[src/rtl/fetch_unit_pkg.sv]
// Shared types and constants for the RV32I
// instruction-fetch stage.
package fetch_unit_pkg;

  localparam int XLEN = 32;

  localparam logic [XLEN-1:0] NOP_INSTR = 32'h0000_0013;
  localparam logic [XLEN-1:0] RESET_PC_DEFAULT = 32'h0000_0000;

  typedef struct packed {
    logic [XLEN-1:0] pc;
    logic [XLEN-1:0] instr;
  } fetch_entry_t;

  typedef struct packed {
    logic            valid;
    logic [XLEN-1:0] pc;
    logic [XLEN-1:0] instr;
  } if_id_t;

endpackage

[src/rtl/fetch_fifo.sv]
// Two-entry synchronous FIFO; head is always mem0.
// Push and pop may coincide whenever count is 1 or 2.
module fetch_fifo #(
  parameter int W = 32
) (
  input  logic         clk,
  input  logic         rst_n,
  input  logic         push,
  input  logic         pop,
  input  logic         clear,
  input  logic [W-1:0] din,
  output logic [W-1:0] dout,
  output logic [1:0]   count
);

  logic [W-1:0] mem0;
  logic [W-1:0] mem1;

  assign dout = mem0;

  always_ff @(posedge clk or negedge rst_n) begin
    if (!rst_n) begin
      mem0  <= '0;
      mem1  <= '0;
      count <= 2'd0;
    end else if (clear) begin
      count <= 2'd0;
    end else begin
      case ({push, pop})
        2'b10: begin
          if (count == 2'd0) mem0 <= din;
          else mem1 <= din;
          count <= count + 2'd1;
        end
        2'b01: begin
          mem0  <= mem1;
          count <= count - 2'd1;
        end
        2'b11: begin
          if (count == 2'd2) begin
            mem0 <= mem1;
            mem1 <= din;
          end else begin
            mem0 <= din;
          end
        end
        default: ;
      endcase
    end
  end

endmodule

[src/rtl/fetch_unit.sv]
// IF stage: PC, imem request channel, response
// buffering and the IF/ID register.
module fetch_unit
  import fetch_unit_pkg::*;
#(
  parameter logic [XLEN-1:0] RESET_PC = RESET_PC_DEFAULT
) (
  input  logic            clk,
  input  logic            rst_n,
  output logic            imem_req_valid,
  input  logic            imem_req_ready,
  output logic [XLEN-1:0] imem_req_addr,
  input  logic            imem_rsp_valid,
  input  logic [XLEN-1:0] imem_rsp_data,
  input  logic            redirect_e,
  input  logic [XLEN-1:0] redirect_pc_e,
  input  logic            stall_d,
  output logic            valid_d,
  output logic [XLEN-1:0] instr_d,
  output logic [XLEN-1:0] pc_d,
  output logic [XLEN-1:0] pc_plus4_d
);

  logic [XLEN-1:0] pc_f;
  logic [1:0]      outstanding;
  logic [1:0]      drop_cnt;
  logic [1:0]      aq_count;
  logic [1:0]      iq_count;
  logic [XLEN-1:0] aq_head;
  fetch_entry_t    iq_head;
  fetch_entry_t    iq_din;
  if_id_t          if_id;

  logic       req_fire;
  logic       rsp_keep;
  logic       aq_pop;
  logic       load_ifid;
  logic       pop_now;
  logic       bubble_now;
  logic [2:0] credit;

  assign load_ifid  = !stall_d || !if_id.valid;
  assign pop_now    = !redirect_e && load_ifid
                      && (iq_count != 2'd0);
  assign bubble_now = load_ifid && !pop_now;

  // Outstanding requests plus buffered words never exceed two.
  assign credit = {1'b0, outstanding}
                  + {1'b0, iq_count}
                  - {2'b00, pop_now};

  assign imem_req_valid = rst_n && !redirect_e
                          && (credit < 3'd2);
  assign imem_req_addr  = pc_f;
  assign req_fire       = imem_req_valid && imem_req_ready;

  assign rsp_keep = imem_rsp_valid && !redirect_e
                    && (drop_cnt == 2'd0);
  assign aq_pop   = imem_rsp_valid && (aq_count != 2'd0);
  assign iq_din   = '{pc: aq_head, instr: imem_rsp_data};

  fetch_fifo #(.W(XLEN)) u_addr_q (
    .clk   (clk),
    .rst_n (rst_n),
    .push  (req_fire),
    .pop   (aq_pop),
    .clear (1'b0),
    .din   (pc_f),
    .dout  (aq_head),
    .count (aq_count)
  );

  fetch_fifo #(.W($bits(fetch_entry_t))) u_instr_q (
    .clk   (clk),
    .rst_n (rst_n),
    .push  (rsp_keep),
    .pop   (pop_now),
    .clear (redirect_e),
    .din   (iq_din),
    .dout  (iq_head),
    .count (iq_count)
  );

  always_ff @(posedge clk or negedge rst_n) begin
    if (!rst_n) begin
      pc_f        <= RESET_PC;
      outstanding <= 2'd0;
      drop_cnt    <= 2'd0;
    end else begin
      outstanding <= outstanding
                     + {1'b0, req_fire}
                     - {1'b0, imem_rsp_valid};
      if (redirect_e) begin
        pc_f     <= redirect_pc_e & ~32'd3;
        drop_cnt <= outstanding - {1'b0, imem_rsp_valid};
      end else begin
        if (req_fire) pc_f <= pc_f + 32'd4;
        if (imem_rsp_valid && drop_cnt != 2'd0)
          drop_cnt <= drop_cnt - 2'd1;
      end
    end
  end

  always_ff @(posedge clk or negedge rst_n) begin
    if (!rst_n) begin
      if_id <= '{valid: 1'b0, pc: '0, instr: NOP_INSTR};
    end else begin
      unique case (1'b1)
        redirect_e || bubble_now:
          if_id <= '{valid: 1'b0, pc: if_id.pc,
                     instr: NOP_INSTR};
        pop_now:
          if_id <= '{valid: 1'b1, pc: iq_head.pc,
                     instr: iq_head.instr};
        default: ;
      endcase
    end
  end

  assign valid_d    = if_id.valid;
  assign instr_d    = if_id.instr;
  assign pc_d       = if_id.pc;
  assign pc_plus4_d = if_id.pc + 32'd4;

endmodule

[config.mk]
export PLATFORM = sky130hd
export DESIGN_NAME = fetch_unit
export DESIGN_NICKNAME = d
export VERILOG_FILES = /design/src/rtl/fetch_unit_pkg.sv /design/src/rtl/fetch_fifo.sv /design/src/rtl/fetch_unit.sv
export SDC_FILE = /design/constraint.sdc
export NUM_CORES = 1
export LEC_CHECK = 0
export CAP_MARGIN = 15
export CORE_MARGIN = 1.5
export CORE_UTILIZATION = 30
export DETAILED_ROUTE_END_ITERATION = 7
export GPL_TIMING_DRIVEN = 0
export SLEW_MARGIN = 20
export SYNTH_ARGS = -nofsm -noshare
export SYNTH_HDL_FRONTEND = slang
export SYNTH_SLANG_ARGS = --single-unit
[constraint.sdc]
create_clock -name clk -period 5.7 [get_ports clk]
set_input_delay 1.14 -clock clk [delete_from_list [all_inputs] [get_ports clk]]
set_output_delay 1.14 -clock clk [all_outputs]
set_load 0.005 [all_outputs]
== Yosys cells after proc, flatten, opt, wreduce, memory -nomap -nowiden ==
Index checks and enable logic that the tools add are counted.
Word-level totals
  flip-flop bits (word level): 297
  input bits: 70
  output and inout bits: 130
  word-level logic and storage cells: 97
Cells by class
  add/subtract/negate cells: 12
  order comparisons: 1
  equality and inequality tests: 14
  muxes and demuxes: 20
  bitwise logic cells: 2
  reduce and logical (&&, ||, !) cells: 36
Operators with widths (number)
  $mux 64: 4
  $mux 32: 6
  $pmux 64 s3: 1
  $pmux 65 s2: 1
  $pmux 64 s2: 1
  $pmux 32 s3: 1
  $add 32x3->32 const B: 2
  $pmux 32 s2: 1
  $reduce_bool 2->1: 9
  $eq 2x2->1 const B: 6
  $logic_and 1x1->1: 10
  $reduce_bool 3->1: 3
  $ne 2x1->1 const B: 4
  $pmux 2 s2: 2
  $logic_not 2->1: 3
  $mux 2: 3
  $reduce_and 3->1: 2
  $sub 2x1->2 const B: 3
  $add 2x1->2 const B: 2
  $eq 2x1->1 const B: 2
  $logic_not 1->1: 4
  $ne 2x2->1 const B: 2
  $reduce_and 2->1: 2
  $reduce_and 4->1: 1
  7 further kinds: 10

== Longest topological paths before layout ==
  depth in word-level cells: 11
  gate-level depth with buffers: 18
  mapped depth without buffers: 13

== By module ==
Synthesis repeated with hierarchy kept, for this count alone.
Second synthesis, totals
  cells, all modules: 1190
  area, all modules: 13420.4 sq um
Modules (own cells, without submodules)
  fetch_fifo (u_instr_q): times used 1, cells each 428, area an instance 5451.5 sq um, seq. area each 3253.1 sq um
  fetch_unit: times used 1, cells each 540, area an instance 5119.9 sq um, seq. area each 2481.1 sq um
  fetch_fifo (u_addr_q): times used 1, cells each 222, area an instance 2849.0 sq um, seq. area each 1651.6 sq um

== Worst setup path before layout ==
OpenSTA, ideal clock, no wires.
  kind: input to register
  start point: input redirect_e
  end point: register u_addr_q.mem1[10]
  setup time: 125 ps
  arrival: 4991 ps
  required time: 5575 ps
  slack: 584 ps
  stages: 16
  buffers on the path: 6
  cell sequence: buf_2 -> a211oi_2 -> buf_2 -> buf_1 -> ha_1 -> nand2b_1 -> fa_1 -> nand4b_1 -> or2_2 -> inv_1 -> buf_2 -> buf_1 -> ha_1 -> o21a_1 -> clkbuf_1 -> mux2_2
Between the ends
  word-level cells in the longest chain between the ends: 10
  elaborated cells on any way between the ends: 15
  classes of those cells: add/sub (1); order compare (1); eq/ne (4); mux (1); reduce/logical (8)
RTL lines
  from (decl): RTL line fetch_unit.sv:15  | input logic redirect_e,
  $logic_not 1->1 *: RTL line fetch_unit.sv:43  | assign pop_now = !redirect_e && load_ifid
  $logic_and 1x1->1 *: RTL line fetch_unit.sv:43
  $logic_and 1x1->1 *: RTL line fetch_unit.sv:44  | && (iq_count != 2'd0);
  named net pop_now: RTL line fetch_unit.sv:38  | logic pop_now;
  $sub 3x1->3 *: RTL line fetch_unit.sv:50  | - {2'b00, pop_now};
  $lt 3x2->1 *: RTL line fetch_unit.sv:53  | && (credit < 3'd2);
  $logic_and 1x1->1 *: RTL line fetch_unit.sv:53
  $logic_and 1x1->1 *: RTL line fetch_unit.sv:55  | assign req_fire = imem_req_valid && imem_req_ready;
  $eq 2x2->1: RTL line fetch_fifo.sv:29  | case ({push, pop})
  $ne 2x1->1 (no line) (tied with other cells)
  $reduce_and 3->1 (no line)
  to (signal assigned): RTL line fetch_fifo.sv:32  | else mem1 <= din;
  to (signal assigned): RTL line fetch_fifo.sv:42  | mem1 <= din;
  to (decl): RTL line fetch_fifo.sv:17  | logic [W-1:0] mem1;
Mark *: on every way through the listed nets, which the timed path passes. The rest lies on a longest branch.
A chain may end at the register's enable or synchronous reset.

== Final worst setup path ==
  start point: input stall_d
  end point: register u_addr_q.mem0[27] (netlist: u_addr_q.dout[27])
Between the ends
  word-level cells in the longest chain between the ends: 11
  elaborated cells on any way between the ends: 15
  classes of those cells: add/sub (1); order compare (1); eq/ne (4); mux (1); reduce/logical (8)
RTL lines
  from (decl): RTL line fetch_unit.sv:17  | input logic stall_d,
  $logic_not 1->1 *: RTL line fetch_unit.sv:42  | assign load_ifid = !stall_d || !if_id.valid;
  $logic_or 1x1->1 *: RTL line fetch_unit.sv:42
  $logic_and 1x1->1 *: RTL line fetch_unit.sv:43
  $logic_and 1x1->1 *: RTL line fetch_unit.sv:44
  $sub 3x1->3 *: RTL line fetch_unit.sv:50
  $lt 3x2->1 *: RTL line fetch_unit.sv:53
  $logic_and 1x1->1 *: RTL line fetch_unit.sv:53
  $logic_and 1x1->1 *: RTL line fetch_unit.sv:55
  $eq 2x2->1 or $eq 2x1->1 (tied branches): RTL line fetch_fifo.sv:29
  $ne 2x1->1 (no line) or $reduce_bool 3->1 (tied branches)
  $reduce_and 2->1 (no line)
  to (signal assigned): RTL line fetch_fifo.sv:31  | if (count == 2'd0) mem0 <= din;
  to (signal assigned): RTL line fetch_fifo.sv:36  | mem0 <= mem1;
  to (signal assigned): RTL line fetch_fifo.sv:41  | mem0 <= mem1;
  to (decl): RTL line fetch_fifo.sv:16  | logic [W-1:0] mem0;
Mark *: on every way between the ends. The rest lies on a longest branch, timed or not.

==> flow_metrics.py <==
metrics = {
    "setup_path": {
        "cp_max_fo": 19,
        "cp.arrival_ns": 5.74,
        "rr_endpoint": "u_addr_q.dout[27]",
        "rrSetupSlack_ns": 0.84,
        "ff2ff_path_depth": 16,
        "worstSetupPathType": "in -> reg",
        "end_kind": "register",
        "required_ns": 6.11,
        "cp-start-kind": "primary input",
        "r2r-start": "u_instr_q.count[0]",
    },
    "cts": {
        "cts_made_buffers": 34,
        "cts_hold_buf": 0,
        "clk_pin_slew_ns": 0.06,
        "clkLatencyLatePin_ns": 0.50,
        "cts_buffer_depth": 3,
        "h-tree-depth": 2,
        "cts.sink_count": 289,
        "clock-root-buffer": "clkbuf_16",
        "cts_tree": "built",
    },
    "timing": {
        "drv_slew": 0,
        "finalHoldViolCount": 0,
        "finalCritPeriodShare_pct": 93.5,
        "tns_ns": 0,
        "finalSetupViolCount": 0,
        "fin_crit_ns": 5.33,
        "finClkSkew_ns": 0.0256,
        "fmax_ghz": 0.188,
        "relSlewSlack_pct": 43.6,
        "rsz0062_at_grt": "false",
        "layout_setup_ws_ns": 0.369,
        "worst_pin_slew_ns": 0.840,
    },
    "global_routing": {
        "grt_usage_pct": 15.5,
        "antenna_found_initial": 0,
        "grt_pass1_wl_um": 54700,
        "overflow": 0,
        "grt_pass1_vias": 9612,
        "grt_max_degree": 101,
    },
    "die": {
        "rows": 75,
        "fp.coreArea_um2": 42300,
        "io_pins": 200,
        "die_h_um": 211,
        "dieArea_um2": 44400,
        "start_util_pct": 30.6,
        "dieWidth_um": 211,
    },
    "layout": {
        "mostFrequentLayoutCell": "dfrtp_1",
        "utilization_pct": 39.7,
        "fin_nets": 1439,
        "diodes": 0,
        "mostFrequentLayoutCells": "dfrtp_1, clkdlybuf4s50_1, nand2_1",
        "area_delta_synth_final_pct": 29.5,
        "drive_gt1_share_pct": 16.2,
        "fin_area_um2": 16800,
    },
    "drt": {
        "ant_nets": 0,
        "wirelength_um": 34000,
        "remaining_drc_errors": 0,
        "num_vias": 9466,
        "firstDrtPassIters": 5,
        "avgViaCountPerCell": 4.84,
        "drtIter0Drc": 537,
        "wl_per_cell_um": 17.4,
    },
    "logic_synthesis": {
        "async_reset_ff_share_pct": 100,
        "yosys_warnings": 0,
        "ys_ff_latch": 289,
        "synth-seq-area-share_pct": 55.8,
        "ys.flop_type": "dfrtp_1",
        "synth-edff-count": 0,
        "synth.cell_area_um2": 13000,
        "ys_types": 55,
        "avgSynthCellArea_um2": 11.5,
        "netlist_instances": 1125,
    },
    "power": {
        "vdd_drop_max_v": 0.000195,
        "finalPower_uw": 8060,
        "p_comb_share_pct": 31.8,
        "pwr-share-seq_pct": 42.8,
        "clkPwrFrac_pct": 25.4,
        "power.internal_uw": 5420,
        "p_sw_uw": 2640,
        "power_leakage_uw": 0.00712,
        "swShare_pct": 32.8,
        "powerDensity_nw_per_um2": 480,
    },
    "place": {
        "port_buffers": 194,
        "dpl-instance-area_um2": 15700,
        "gp_congestion": 0.859,
        "dp.final_hpwl_um": 24700,
        "place_ws_ns": -1.25,
    },
    "worst_hold_path": {
        "min_from": "u_instr_q.dout[12]",
        "hold_end": "u_instr_q.dout[12]",
        "hold_class": "reg -> reg",
        "hold_depth": 2,
    },
    "flow_run": {
        "drv_cap": 0,
    },
    "status": {
        "outcome": "completed",
    },
}
==> routing by layer <==
| metal | wire length (µm) | global-route usage, % | up-vias |
|---|---|---|---|
| li1 | - | - | 4482 |
| met4 | 500 | 3.42 | 0 |
| met5 | 0 | 0 | - |
| met2 | 15500 | 24.5 | 282 |
| met3 | 1880 | 2.35 | 38 |
| met1 | 16100 | 22.4 | 4664 |
==> repair_timing <==
action / CTS / global route
resized for setup: 1 / 3
setup buffers: 0 / 0
endpoints found under the setup margin: 62 / 50
==> cells by family (layout without fill, tap and decap cells) <==
family	after synthesis	in the layout	share of synthesized area, %
muxes	188	188	15.7
DFF	289	289	55.8
other	1	2	0.0289
xor gates and xnor gates	39	39	2.64
buffers and inverters	94	348	3.43
adders and majority gates	12	12	1.22
AOI/OAI and AO/OA	230	230	11.5
and+or+nand+nor	272	272	9.66
==> worst max path at each step <==
| stage | from | to | slack, ns | cells past startpoint |
|---|---|---|---|---|
| after floorplan | redirect_e | u_addr_q.mem1[10] | 0.58 | 16 |
| after detailed placement | stall_d | u_addr_q.mem1[9] | -1.25 | 16 |
| after CTS | stall_d | u_addr_q.dout[30] | 0.05 | 16 |
| after global placement | rst_n | u_instr_q.mem1[26] | -9.28 | 1 |
| final | stall_d | u_addr_q.dout[27] | 0.37 | 16 |
| after global routing | stall_d | u_addr_q.dout[29] | 0.02 | 16 |
==> power groups by stage <==
stage | Clock [µW] | Sequential, µW | Combinational, µW
after floorplan | 0 | 3270 | 1540
after global placement | 0 | 3450 | 2530
after detailed placement | 0 | 3480 | 2600
after CTS | 2110 | 3450 | 2600
after global routing | 2190 | 3570 | 2860
final | 2050 | 3450 | 2560
==> stage by stage <==
stage / hold slack, ns / std cells
2_1_floorplan: 0.444 / 1126
3_3_place_gp: 0.462 / 1897
3_5_place_dp: 0.468 / 1900
4_1_cts: 0.481 / 1957
5_1_grt: 0.497 / 1957
6_report: 0.476 / 1957
==> synthesized netlist by cell type (6+ instances only) <==
library cell  count  share of area, %
nand3_1          34               1.3
nand2_1         119               3.4
mux2_2          115                10
clkbuf_1         32              0.93
xnor2_1          32               2.2
a22o_1           29               2.0
o21ai_1          11              0.42
o311ai_0          6              0.41
xor2_1            7              0.47
o21ai_0          70               2.7
dfrtp_1         286                55
ha_1             11               1.1
a21oi_1          44               1.7
buf_2            21              0.81
and3_1           12              0.58
buf_4            11              0.64
o211ai_1         20               1.2
inv_1            21              0.61
or4_1             6              0.35
nor2_1           60               1.7
nand4_1          13              0.63
a22oi_1          33               1.9
mux2i_1          68               5.3
==> sequential cells by signal (all words and copies together) (netlist names) <==
signal	count
u_addr_q.count	2
instr_d	32
u_addr_q.mem1	30
u_instr_q.mem1	63
u_instr_q.count	2
valid_d	1
pc_d	31
outstanding	2
u_addr_q.dout	31
imem_req_addr	30
drop_cnt	2
u_instr_q.dout	63
==> area by class of cell <==
class                      instances  area [µm²]
timing repair buffer             197        2030
tap                              577         722
clock inverter                    13        81.3
sequential                       289        7240
multi-input combinational        743        5300
clock buffer                      46         977
buffer                            71         363
fill                            4104       25500
inverter                          21        78.8
==> worst max-delay path, stage by stage <==
cell	delay, ns
clkdlybuf4s50_1	0.44
a211oi_2	0.47
clkbuf_4	0.42
ha_1	0.29
nand2b_1	0.15
fa_1	0.48
nand4b_1	0.12
or2_2	0.19
clkbuf_1	0.35
clkbuf_2	0.39
ha_1	0.25
a21oi_1	0.05
nor2_1	0.17
clkbuf_1	0.43
a22oi_1	0.21
a21oi_1	0.18
(Power assumes the default switching activity.)
